--- src/rtl/seg_scan_driver.sv ---
// Time-multiplexed driver for a three-digit, seven-segment display.
// Each digit is lit for REFRESH_DIV cycles, followed by BLANK_CYCLES dark
// cycles. New digit patterns are staged in a shadow register and only become
// visible at a frame boundary, so a frame never shows a mix of old and new digits.
// All outputs are registered and computed from next-state values, so they
// line up with the FSM state of the same cycle.
module seg_scan_driver #(
    parameter int REFRESH_DIV  = 50000,
    parameter int BLANK_CYCLES = 100
) (
    input  logic       clk,
    input  logic       rst_n,
    input  logic       en,
    input  logic       load,
    input  logic [6:0] seg1,
    input  logic [6:0] seg2,
    input  logic [6:0] seg3,
    output logic [6:0] seg_out,
    output logic [2:0] an,
    output logic       frame_done
);

    // One counter serves both the slot and the blank phase; it is sized for the longer one.
    localparam int MAXC_RAW  = (REFRESH_DIV > BLANK_CYCLES) ? REFRESH_DIV : BLANK_CYCLES;
    localparam int MAXC      = (MAXC_RAW < 2) ? 2 : MAXC_RAW;
    localparam int CW        = $clog2(MAXC);
    localparam int BC_LAST_I = (BLANK_CYCLES > 0) ? (BLANK_CYCLES - 1) : 0;

    localparam logic [CW-1:0] RD_LAST = CW'(REFRESH_DIV - 1);
    localparam logic [CW-1:0] BC_LAST = CW'(BC_LAST_I);

    typedef enum logic [0:0] {
        SHOW  = 1'b0,
        BLANK = 1'b1
    } state_t;

    state_t        state_r,   state_s;
    logic [1:0]    digit_r,   digit_s;
    logic [CW-1:0] cnt_r,     cnt_s;
    logic          run_r,     run_s;
    logic [20:0]   shadow_r,  shadow_s;
    logic [20:0]   display_r, display_s;
    logic          pending_r, pending_s;
    logic          boundary_s;
    logic [2:0]    an_s;
    logic [6:0]    seg_s;
    logic          frame_done_s;

    function automatic logic [2:0] onehot3(input logic [1:0] d);
        logic [2:0] r;
        case (d)
            2'd0:    r = 3'b001;
            2'd1:    r = 3'b010;
            2'd2:    r = 3'b100;
            default: r = 3'b000;
        endcase
        return r;
    endfunction

    function automatic logic [1:0] next_digit(input logic [1:0] d);
        logic [1:0] r;
        case (d)
            2'd0:    r = 2'd1;
            2'd1:    r = 2'd2;
            default: r = 2'd0;
        endcase
        return r;
    endfunction

    function automatic logic [6:0] pick_digit(input logic [20:0] disp, input logic [1:0] d);
        logic [6:0] r;
        case (d)
            2'd0:    r = disp[6:0];
            2'd1:    r = disp[13:7];
            2'd2:    r = disp[20:14];
            default: r = 7'b0000000;
        endcase
        return r;
    endfunction

    // Next-state, load/display staging and next output values.
    always_comb begin
        state_s      = state_r;
        digit_s      = digit_r;
        cnt_s        = cnt_r;
        run_s        = run_r;
        boundary_s   = 1'b0;
        shadow_s     = shadow_r;
        display_s    = display_r;
        pending_s    = pending_r;
        an_s         = 3'b000;
        seg_s        = 7'b0000000;
        frame_done_s = 1'b0;

        if (!en) begin
            // Held parked so that enabling starts cleanly at cycle 0 of digit 0.
            state_s = SHOW;
            digit_s = 2'd0;
            cnt_s   = '0;
            run_s   = 1'b0;
        end else if (!run_r) begin
            // First enabled cycle: enter SHOW(0) without a frame pulse.
            state_s = SHOW;
            digit_s = 2'd0;
            cnt_s   = '0;
            run_s   = 1'b1;
        end else begin
            case (state_r)
                SHOW: begin
                    if (cnt_r == RD_LAST) begin
                        cnt_s = '0;
                        if (BLANK_CYCLES > 0) begin
                            state_s = BLANK;
                        end else begin
                            state_s    = SHOW;
                            digit_s    = next_digit(digit_r);
                            boundary_s = (digit_r == 2'd2);
                        end
                    end else begin
                        cnt_s = cnt_r + CW'(1);
                    end
                end
                BLANK: begin
                    if (cnt_r == BC_LAST) begin
                        cnt_s      = '0;
                        state_s    = SHOW;
                        digit_s    = next_digit(digit_r);
                        boundary_s = (digit_r == 2'd2);
                    end else begin
                        cnt_s = cnt_r + CW'(1);
                    end
                end
                default: begin
                    state_s = SHOW;
                    digit_s = 2'd0;
                    cnt_s   = '0;
                end
            endcase
        end

        // A staged pattern is promoted at a frame boundary, or immediately while disabled.
        if ((!en || boundary_s) && pending_r) begin
            display_s = shadow_r;
            pending_s = 1'b0;
        end else begin
            display_s = display_r;
            pending_s = pending_r;
        end

        // A new load always wins the shadow and re-arms pending, even on a boundary edge.
        if (load) begin
            shadow_s  = {seg3, seg2, seg1};
            pending_s = 1'b1;
        end else begin
            shadow_s = shadow_r;
        end

        if (en && (state_s == SHOW)) begin
            an_s  = onehot3(digit_s);
            seg_s = pick_digit(display_s, digit_s);
        end else begin
            an_s  = 3'b000;
            seg_s = 7'b0000000;
        end
        frame_done_s = boundary_s;
    end

    // State, staging and output registers with synchronous active-low reset.
    always_ff @(posedge clk) begin
        if (!rst_n) begin
            state_r    <= SHOW;
            digit_r    <= 2'd0;
            cnt_r      <= '0;
            run_r      <= 1'b0;
            shadow_r   <= 21'd0;
            display_r  <= 21'd0;
            pending_r  <= 1'b0;
            an         <= 3'b000;
            seg_out    <= 7'b0000000;
            frame_done <= 1'b0;
        end else begin
            state_r    <= state_s;
            digit_r    <= digit_s;
            cnt_r      <= cnt_s;
            run_r      <= run_s;
            shadow_r   <= shadow_s;
            display_r  <= display_s;
            pending_r  <= pending_s;
            an         <= an_s;
            seg_out    <= seg_s;
            frame_done <= frame_done_s;
        end
    end

endmodule
--- config.mk ---
export PLATFORM = sky130hd
export DESIGN_NAME = seg_scan_driver
export DESIGN_NICKNAME = d
export VERILOG_FILES = /design/src/rtl/seg_scan_driver.sv
export SDC_FILE = /design/constraint.sdc
export NUM_CORES = 1
export LEC_CHECK = 0
export ABC_AREA = 1
export CAP_MARGIN = 5
export CORE_MARGIN = 3
export CORE_UTILIZATION = 45
export CTS_BUF_LIST = sky130_fd_sc_hd__clkbuf_16
export DETAILED_ROUTE_END_ITERATION = 12
export PLACE_DENSITY = 0.66
export SYNTH_ARGS = -nofsm -noshare
export SYNTH_HDL_FRONTEND = slang
export SYNTH_SLANG_ARGS = --single-unit
--- constraint.sdc ---
create_clock -name clk -period 2.2 [get_ports clk]
set_input_delay 0.33 -clock clk [delete_from_list [all_inputs] [get_ports clk]]
set_output_delay 0.33 -clock clk [all_outputs]
set_load 0.02 [all_outputs]
==> reports/metrics.yaml, run 1 <==
synth:
  async_flop_share_pct: 0
  synthAdderAreaFrac_pct: 0.402
  synthMuxAreaShare_pct: 0
  synthSimpleGateAreaFrac_pct: 34.4
  synthDistinctLibCells: 31
  synth_edf_count: 0
  syn_area_per_cell_sq_um: 7.60
  yosys_warnings: 0
  ys_top_cells_by_count: "nor2_1, dfxtp_1, nand2_1"
  yosysTopAreaCellShare_pct: 47.6
  synthXorXnorAreaFrac_pct: 2.25
  netlist_top_cells_area: "dfxtp_1, nor2_1, nand2_1, nand3_1, nand2_2"
  synth_top_family_by_area: "simple AND/OR/NAND/NOR gates"
  ys.flop_type: "dfxtp_1"
  syn_nets: 436
  synth_compound_area_share_pct: 8.60
  netlist_area_sq_um: 3110
  ys_seq_area_share_pct: 47.6
  synth_cells: 410
  synth.most_common_cell: "nor2_1"
  ys_ff_latch: 74
  yosysTopAreaCell: "dfxtp_1"
final_layout:
  final_nets: 472
  drive_gt1_share_pct: 13.3
  area_delta_synth_final_pct: 24.1
  antennaDiodeCount: 0
  fin_area_sq_um: 3860
  fin_util_pct: 59.2
route:
  wl_met2_mm: 2.71
  drc: 0
  dr.pass1.iters: 4
  vias: 2631
  drt-total-wl_mm: 6.60
  top_layer: "met4"
  m1WireLength_mm: 3.35
  routedWlPerCell_um: 12.5
  drt-vias-per-instance: 4.98
  ant_nets: 0
  drt_iter0_markers: 190
  wl_met3_um: 443
min_path:
  hold_path_class: "register to register"
place:
  hpwlAfterDp_mm: 4.71
  place_congestion: 0.850
  io_buffer_count: 35
  place_area_sq_um: 3510
power_and_ir_drop:
  power_switching_uw: 707
  p_leak_uw: 0.00166
  swShare_pct: 21.5
  p_clk_share_pct: 51.6
  seq_power_share_pct: 42.8
  combPwrFrac_pct: 5.6
  power_density_nw_per_um2: 851
  vdd_drop_max_v: 0.000395
  p_int_uw: 2580
  power_uw: 3290
sta:
  setup_viol: 0
  slew_headroom_pct: 57.7
  final_hold_viol_count: 0
  timing.final.crit_share_pct: 88.9
  grt_setup_unrepaired: "false"
  drv_slew: 0
  tns_ps: 0
  fmax_mhz: 511
  post-route-min-period_ps: 1960
  fin_skew_ps: 8.49
  worstMarginPinSlew_ps: 635
clocking:
  cts_made_buffers: 9
  cts_htree_levels: 3
  cts_num_sinks: 74
  clk_latency_ps: 340
  cts-root-buf: "clkbuf_16"
  cts_hold_buf: 0
  clock_path_buffers: 2
  cts-resized-gates: 0
  tritoncts: "yes"
  cts_setup_buffers: 0
  clk_pin_slew_ps: 60
floorplanning:
  die_w_um: 89.2
  dieArea_sq_um: 7950
  start_util_pct: 47.7
  coreArea_sq_um: 6530
  ios: 36
  dieHeight_um: 89.2
  rows: 29
setup_path:
  arrival_ps: 2190
  crit_path_start_kind: "register"
  critPathCaptureType: "register"
  crit_chain: "ha_1 -> inv_1 -> nor2_1 -> nand2_2 -> nor2_4 -> nand4_4 -> nand2_4 -> nand2_4 -> nand2_2 -> nand2_1 -> nand2_1 -> nand3_1 -> nand2_1 -> inv_1"
  crit_path_frequent_cell: "nand2_1"
  critPathMaxFanout: 21
  critPathSlowestCell: "dfxtp_1"
  crit_required_ps: 2430
  path_class: "register to register"
  crit_path_max_incr_delay_ps: 350
global_routing:
  grt_overflow: 0
  grt_usage_pct: 18.4
  grt_pass1_wl_mm: 11.2
  grt_max_degree: 25
  grt_pass1_vias: 2371
  grt_antenna_before_repair: 0
status:
  status: "completed"
flow_run:
  cap_violations: 0
## metrics by stage
stage	cells	hold slack [ps]	setup WS [ps]
finish	528	444	243
global route	528	475	0.700
CTS	528	446	238
detailed placement	512	439	217
global placement	512	422	201
floorplan	410	413	525
## state kept, by name, summed over array words and instances, names as in the netlist, 2 cells and up
signal     count
an             3
cnt_r         16
digit_r        2
display_r     21
seg_out        7
shadow_r      21
## final timing paths
kind | to | cells past startpoint | start | slack (ps)
hold reg to reg | cnt_r[0] | 1 | cnt_r[0] | 440
setup / recovery | seg_out[3] | 14 | cnt_r[0] | 240
hold / removal | cnt_r[0] | 1 | cnt_r[0] | 440
setup reg to reg | seg_out[3] | 14 | cnt_r[0] | 240
## metal layers
layer  vias to the layer above  track usage (%)
li1                       1387                -
met1                      1155             26.3
met2                        81             24.8
met3                         8             4.88
met4                         0             10.4
met5                         -                0
## worst max-delay path: cells and delay by family (launching register included)
family | cells | cell delay, ps
adder cells (fa/ha/maj) | 1 | 220
buffers and inverters | 2 | 90
flip-flops | 1 | 350
AND/OR/NAND/NOR | 11 | 1180
## final cells by class
type | count | area (sq um)
inverter | 33 | 125
clock buffer | 9 | 225
multi-input combinational | 288 | 1420
sequential | 74 | 1480
clock inverter | 7 | 124
timing repair buffer | 40 | 392
tap | 77 | 96.3
fill | 603 | 2670
## cells by family (layout without fill, tap and decap cells)
| family | Yosys count | in the layout |
|---|---|---|
| adder cells (fa/ha/maj) | 1 | 1 |
| AO/OA/AOI/OAI | 50 | 50 |
| XOR/XNOR | 8 | 8 |
| buffers and inverters | 48 | 89 |
| flip-flops | 74 | 74 |
| AND/OR/NAND/NOR | 229 | 229 |
## power groups by stage
stage / Sequential, uW / Clock [uW] / Combinational (uW)
floorplan: 1430 / 0 / 108
global placement: 1440 / 0 / 183
detailed placement: 1440 / 0 / 183
CTS: 1410 / 1720 / 185
global route: 1410 / 1780 / 207
finish: 1410 / 1700 / 185
## layout by cell type, fill, tap and decap left out, types with 9 or more instances in the layout
cell type	netlist	routed
a21oi_1	22	22
clkdlybuf4s50_1	0	35
nand3_1	36	36
nand2_1	70	70
nand2_2	24	24
dfxtp_1	74	74
inv_1	29	29
o21ai_0	24	24
clkbuf_16	0	9
nor2_1	77	77
Note: power is estimated with default switching activity, not from simulation.
==> run 2, diff against run 1 <==
--- a/config.mk
+++ b/config.mk
@@ -7,11 +7,13 @@
 export LEC_CHECK = 0
 export ABC_AREA = 1
 export CAP_MARGIN = 5
+export CELL_PAD_IN_SITES_DETAIL_PLACEMENT = 1
+export CELL_PAD_IN_SITES_GLOBAL_PLACEMENT = 1
 export CORE_MARGIN = 3
-export CORE_UTILIZATION = 45
+export CORE_UTILIZATION = 40
 export CTS_BUF_LIST = sky130_fd_sc_hd__clkbuf_16
 export DETAILED_ROUTE_END_ITERATION = 12
-export PLACE_DENSITY = 0.66
+export PLACE_DENSITY_LB_ADDON = 0.1
 export SYNTH_ARGS = -nofsm -noshare
 export SYNTH_HDL_FRONTEND = slang
 export SYNTH_SLANG_ARGS = --single-unit
==> run 2 against run 1 <==
Effect of this change:
- register-to-register slack worse by 40 ps
- die area is 12% higher
- sequential share of layout area is 0.75 points lower
- final cell count is 4.4% higher
- clock skew is 2.9 ps lower
- wire length is 19% higher
- non-clock buffer count is 1 higher
==> reports/metrics.yaml, run 2 (same netlist as run 1, synthesis figures left out) <==
final_layout:
  stdcell_count: 551
  final_nets: 473
  fin_area_sq_um: 3950
  final_cell_mix: "nor2_1, dfxtp_1, nand2_1, nand3_1, clkdlybuf4s50_1"
  drive_gt1_share_pct: 13.7
  fin_util_pct: 53.3
  reg_top3: "display_r x21, shadow_r x21, cnt_r x16"
  antennaDiodeCount: 0
  nFillCells: 918
  layout_commonest_cell: "nor2_1"
  area_delta_synth_final_pct: 26.8
power_and_ir_drop:
  swShare_pct: 20.2
  p_int_uw: 2680
  p_leak_uw: 0.00168
  vdd_drop_max_v: 0.000403
  p_clk_share_pct: 52.3
  power_density_nw_per_um2: 851
  combPwrFrac_pct: 5.8
  power_switching_uw: 678
  seq_power_share_pct: 41.9
clocking:
  tritoncts: "yes"
  cts_num_sinks: 74
  clk_pin_slew_ps: 60
  cts_made_buffers: 9
  cts_hold_buf: 0
  cts-root-buf: "clkbuf_16"
  cts_htree_levels: 3
  clk_latency_ps: 330
  clock_path_buffers: 2
route:
  top_layer: "met4"
  drt-vias-per-instance: 4.94
  drc: 0
  drt_iter0_markers: 96
  wl_met3_um: 325
  drt-total-wl_mm: 7.83
  ant_nets: 0
  routedWlPerCell_um: 14.2
  wl_met2_mm: 3.52
  m1WireLength_mm: 3.87
  dr.pass1.iters: 4
  vias: 2723
floorplanning:
  dieArea_sq_um: 8880
  rows: 31
  coreArea_sq_um: 7410
  die_w_um: 94.2
  dieHeight_um: 94.2
  start_util_pct: 42.0
  ios: 36
global_routing:
  grt_antenna_before_repair: 0
  grt_usage_pct: 19.1
  grt_pass1_vias: 2707
  grt_pass1_wl_mm: 13.1
  grt_max_degree: 25
  grt_overflow: 0
place:
  place_ws_ps: 177
  hpwlAfterDp_mm: 5.55
  place_area_sq_um: 3550
  numPlacedInstances: 535
  io_buffer_count: 35
  place_congestion: 0.768
setup_path:
  critPathCaptureType: "register"
  cp.buffers_inverters: 3
  path_class: "register to register"
  critPathSlowestCell: "dfxtp_2"
  cp-startpoint: "cnt_r[0]"
  crit_required_ps: 2470
  crit_path_start_kind: "register"
  crit_path_frequent_cell: "nand2_1"
  reg2reg_depth: 14
  r2r_slack_ps: 200
  reg2reg_to: "seg_out[1]"
  crit_chain: "ha_4 -> inv_1 -> nor2_1 -> nand2_2 -> nor2_4 -> nand4_4 -> nand2_4 -> buf_12 -> nand3_1 -> nand2_1 -> nand2_1 -> nand3_1 -> nand2_1 -> inv_1"
  arrival_ps: 2270
  critPathMaxFanout: 21
  crit_path_max_incr_delay_ps: 350
  cp_num_cells: 14
  r2r-start: "cnt_r[0]"
  cp_top_family: "simple AND/OR/NAND/NOR gates"
sta:
  setup_ws_ps: 201
  fmax_mhz: 500
  tns_ps: 0
  worstMarginPinSlew_ps: 668
  post-route-min-period_ps: 2000
  slew_headroom_pct: 55.4
  grt_setup_unrepaired: "false"
  timing.final.crit_share_pct: 90.9
  fin_skew_ps: 5.59
  final_hold_viol_count: 0
  drv_slew: 0
  setup_viol: 0
min_path:
  worstHoldStart: "cnt_r[0]"
  hold_path_class: "register to register"
  whs_path_depth: 1
  whs_endpoint: "cnt_r[0]"
status:
  status: "completed"
flow_run:
  cap_violations: 0
[run 2: layout make-up]
cell class	instances	area [sq um]	area share, %
Clock buffer	9	225	5.71
Clock inverter	7	133	3.36
Inverter	33	125	3.17
Sequential cell	74	1480	37.6
Multi-Input combinational cell	288	1450	36.7
Timing Repair Buffer	41	408	10.3
Tap cell	99	124	3.14
[run 2: worst max-delay path by stage]
stage / end / slack [ps]
after floorplan: seg_out[1] / 530
after detailed placement: seg_out[6] / 180
final: seg_out[1] / 200
after CTS: seg_out[1] / 80
after global placement: seg_out[6] / 260
after global routing: seg_out[6] / 40
[run 2: what timing repair did]
action                                  in CTS  in global routing
setup buffers                                0                  0
resized for setup                            0                  9
endpoints found under the hold margin        0                  0
endpoints found under the setup margin       0                 11
[run 2: stage by stage]
| stage | hold slack [ps] | total power, uW |
|---|---|---|
| finish | 439 | 3360 |
| global route | 464 | 3490 |
| CTS | 450 | 3380 |
| detailed placement | 437 | 1620 |
| global placement | 426 | 1620 |
| floorplan | 413 | 1540 |
[run 2: worst reg2reg max path: stages, from the launching register on]
cell and delay, ps:
dfxtp_2 350, ha_4 150, inv_1 50, nor2_1 120, nand2_2 80, nor2_4 190, nand4_4 130, nand2_4 150
buf_12 160, nand3_1 120, nand2_1 130, nand2_1 80, nand3_1 120, nand2_1 70, inv_1 50
[run 2: layer usage]
metal | vias up | GRT usage, %
met1 | 1269 | 25.9
li1 | 1389 | -
met4 | 0 | 6.14
met5 | - | 0
met2 | 54 | 29.7
met3 | 11 | 4.81
[run 2: power groups by stage]
stage / Sequential [uW] / Clock (uW) / Combinational (uW)
final: 1410 / 1760 / 195
after floorplan: 1430 / 0 / 108
after global routing: 1410 / 1860 / 217
after detailed placement: 1430 / 0 / 189
after global placement: 1430 / 0 / 185
after CTS: 1400 / 1780 / 192
==> run 3, diff against run 2 <==
--- a/config.mk
+++ b/config.mk
@@ -7,7 +7,7 @@
 export LEC_CHECK = 0
 export ABC_AREA = 1
 export CAP_MARGIN = 5
-export CELL_PAD_IN_SITES_DETAIL_PLACEMENT = 1
+export CELL_PAD_IN_SITES_DETAIL_PLACEMENT = 0
 export CELL_PAD_IN_SITES_GLOBAL_PLACEMENT = 1
 export CORE_MARGIN = 3
 export CORE_UTILIZATION = 40
==> run 3 against run 2 <==
Effect of this change:
- sequential power about the same
- utilization down 1.3 points
- final cell count unchanged
- wire length down 14%
- setup slack better by 34 ps
- sequential cell count unchanged
- combinational power down 4%
- critical path depth unchanged
- first-iteration DRC count up 4.2%
- worst hold slack better by 15 ps
- cell area down 2.4%
==> reports/metrics.yaml, run 3 (same netlist as run 1, synthesis figures left out) <==
status:
  status: "completed"
route:
  routedWlPerCell_um: 12.2
  dr.pass1.iters: 8
  drt-vias-per-instance: 4.65
  drc: 0
  drt-total-wl_mm: 6.71
  drt_iter0_markers: 100
  vias: 2560
  ant_nets: 0
setup_path:
  r2r-start: "cnt_r[0]"
  r2r_slack_ps: 240
  critPathSlowestCell: "dfxtp_1"
  crit_chain: "ha_1 -> inv_1 -> nor2_1 -> nand2_2 -> nor2_4 -> nand4_4 -> nand2_4 -> buf_6 -> nand3_1 -> nand2_1 -> nand2_1 -> nand3_1 -> nand2_1 -> inv_1"
  crit_required_ps: 2470
  cp.buffers_inverters: 3
  critPathMaxFanout: 21
  critPathCaptureType: "register"
  crit_path_max_incr_delay_ps: 360
  path_class: "register to register"
  crit_path_start_kind: "register"
  reg2reg_to: "seg_out[2]"
  reg2reg_depth: 14
  cp_top_family: "simple AND/OR/NAND/NOR gates"
  arrival_ps: 2240
  crit_path_frequent_cell: "nand2_1"
global_routing:
  grt_overflow: 0
  grt_antenna_before_repair: 0
  grt_max_degree: 25
  grt_pass1_vias: 2398
  grt_pass1_wl_mm: 11.4
  grt_usage_pct: 16.5
flow_run:
  cap_violations: 0
power_and_ir_drop:
  p_int_uw: 2340
  seq_power_share_pct: 46.5
  swShare_pct: 22.5
  power_switching_uw: 680
  vdd_drop_max_v: 0.000490
  power_density_nw_per_um2: 783
  p_clk_share_pct: 47.2
  combPwrFrac_pct: 6.2
  p_leak_uw: 0.00163
place:
  place_area_sq_um: 3550
  hpwlAfterDp_mm: 4.77
  numPlacedInstances: 535
  place_congestion: 0.768
  io_buffer_count: 35
final_layout:
  final_cell_mix: "nor2_1, dfxtp_1, nand2_1, nand3_1, clkdlybuf4s50_1"
  area_delta_synth_final_pct: 23.7
  reg_top3: "display_r x21, shadow_r x21, cnt_r x16"
  layout_commonest_cell: "nor2_1"
  drive_gt1_share_pct: 13.1
  nFillCells: 742
  stdcell_count: 551
  antennaDiodeCount: 0
  fin_area_sq_um: 3850
  final_nets: 473
floorplanning:
  ios: 36
  dieArea_sq_um: 8880
  rows: 31
  start_util_pct: 42.0
  coreArea_sq_um: 7410
  dieHeight_um: 94.2
  die_w_um: 94.2
clocking:
  clk_pin_slew_ps: 60
  clock_path_buffers: 2
  cts_num_sinks: 74
  cts_made_buffers: 9
  clk_latency_ps: 330
  tritoncts: "yes"
  cts_hold_buf: 0
  cts-root-buf: "clkbuf_16"
  cts_htree_levels: 3
min_path:
  whs_path_depth: 1
  hold_path_class: "register to register"
  worstHoldStart: "cnt_r[0]"
  whs_endpoint: "cnt_r[0]"
sta:
  slew_headroom_pct: 54.6
  setup_viol: 0
  fmax_mhz: 509
  worstMarginPinSlew_ps: 680
  fin_skew_ps: 7.84
  final_hold_viol_count: 0
  drv_slew: 0
  tns_ps: 0
  timing.final.crit_share_pct: 89.3
  post-route-min-period_ps: 1960
## run 3: layer usage
metal  wire [um]  track usage (%)
met4         105             7.94
met5           0                0
met3         318             2.64
met2        2590             21.3
met1        3700             25.8
## run 3: worst max path at each step
stage,slack (ps),startpoint,cells past startpoint,to
after floorplan,530,cnt_r[0],15,seg_out[1]
after detailed placement,240,cnt_r[0],14,seg_out[3]
after global placement,260,en,10,seg_out[6]
after global routing,-6,cnt_r[0],13,seg_out[3]
final,240,cnt_r[0],14,seg_out[2]
after CTS,200,cnt_r[0],14,seg_out[3]
## run 3: layout make-up
| class | instances | area, sq um | share of cell area, % |
|---|---|---|---|
| clock inverter | 7 | 70.1 | 1.82 |
| tap | 99 | 124 | 3.21 |
| multi-input combinational | 288 | 1430 | 37.1 |
| inverter | 33 | 125 | 3.25 |
| clock buffer | 9 | 225 | 5.84 |
| sequential | 74 | 1480 | 38.4 |
| timing repair buffer | 41 | 399 | 10.4 |
## run 3: power by group through the flow
stage,Clock [uW],Combinational (uW),Sequential (uW)
5_1_grt,1520,213,1410
2_1_floorplan,0,108,1430
3_5_place_dp,0,187,1430
3_3_place_gp,0,185,1430
4_1_cts,1460,188,1400
6_report,1430,188,1400
## run 3: timing repair
item                       in CTS  in global routing
gates resized for setup         0                  2
buffers inserted                0                  0
setup endpoints to repair       0                  5
## run 3: stage by stage
| step | setup slack [ps] | power [uW] | hold slack [ps] | utilization, % |
|---|---|---|---|---|
| after global placement | 261 | 1620 | 426 | 47.9 |
| after floorplan | 525 | 1540 | 413 | - |
| final | 235 | 3020 | 454 | 52.0 |
| after CTS | 203 | 3050 | 456 | 51.8 |
| after global routing | -6.27 | 3140 | 476 | 52.0 |
| after detailed placement | 236 | 1620 | 440 | 47.9 |
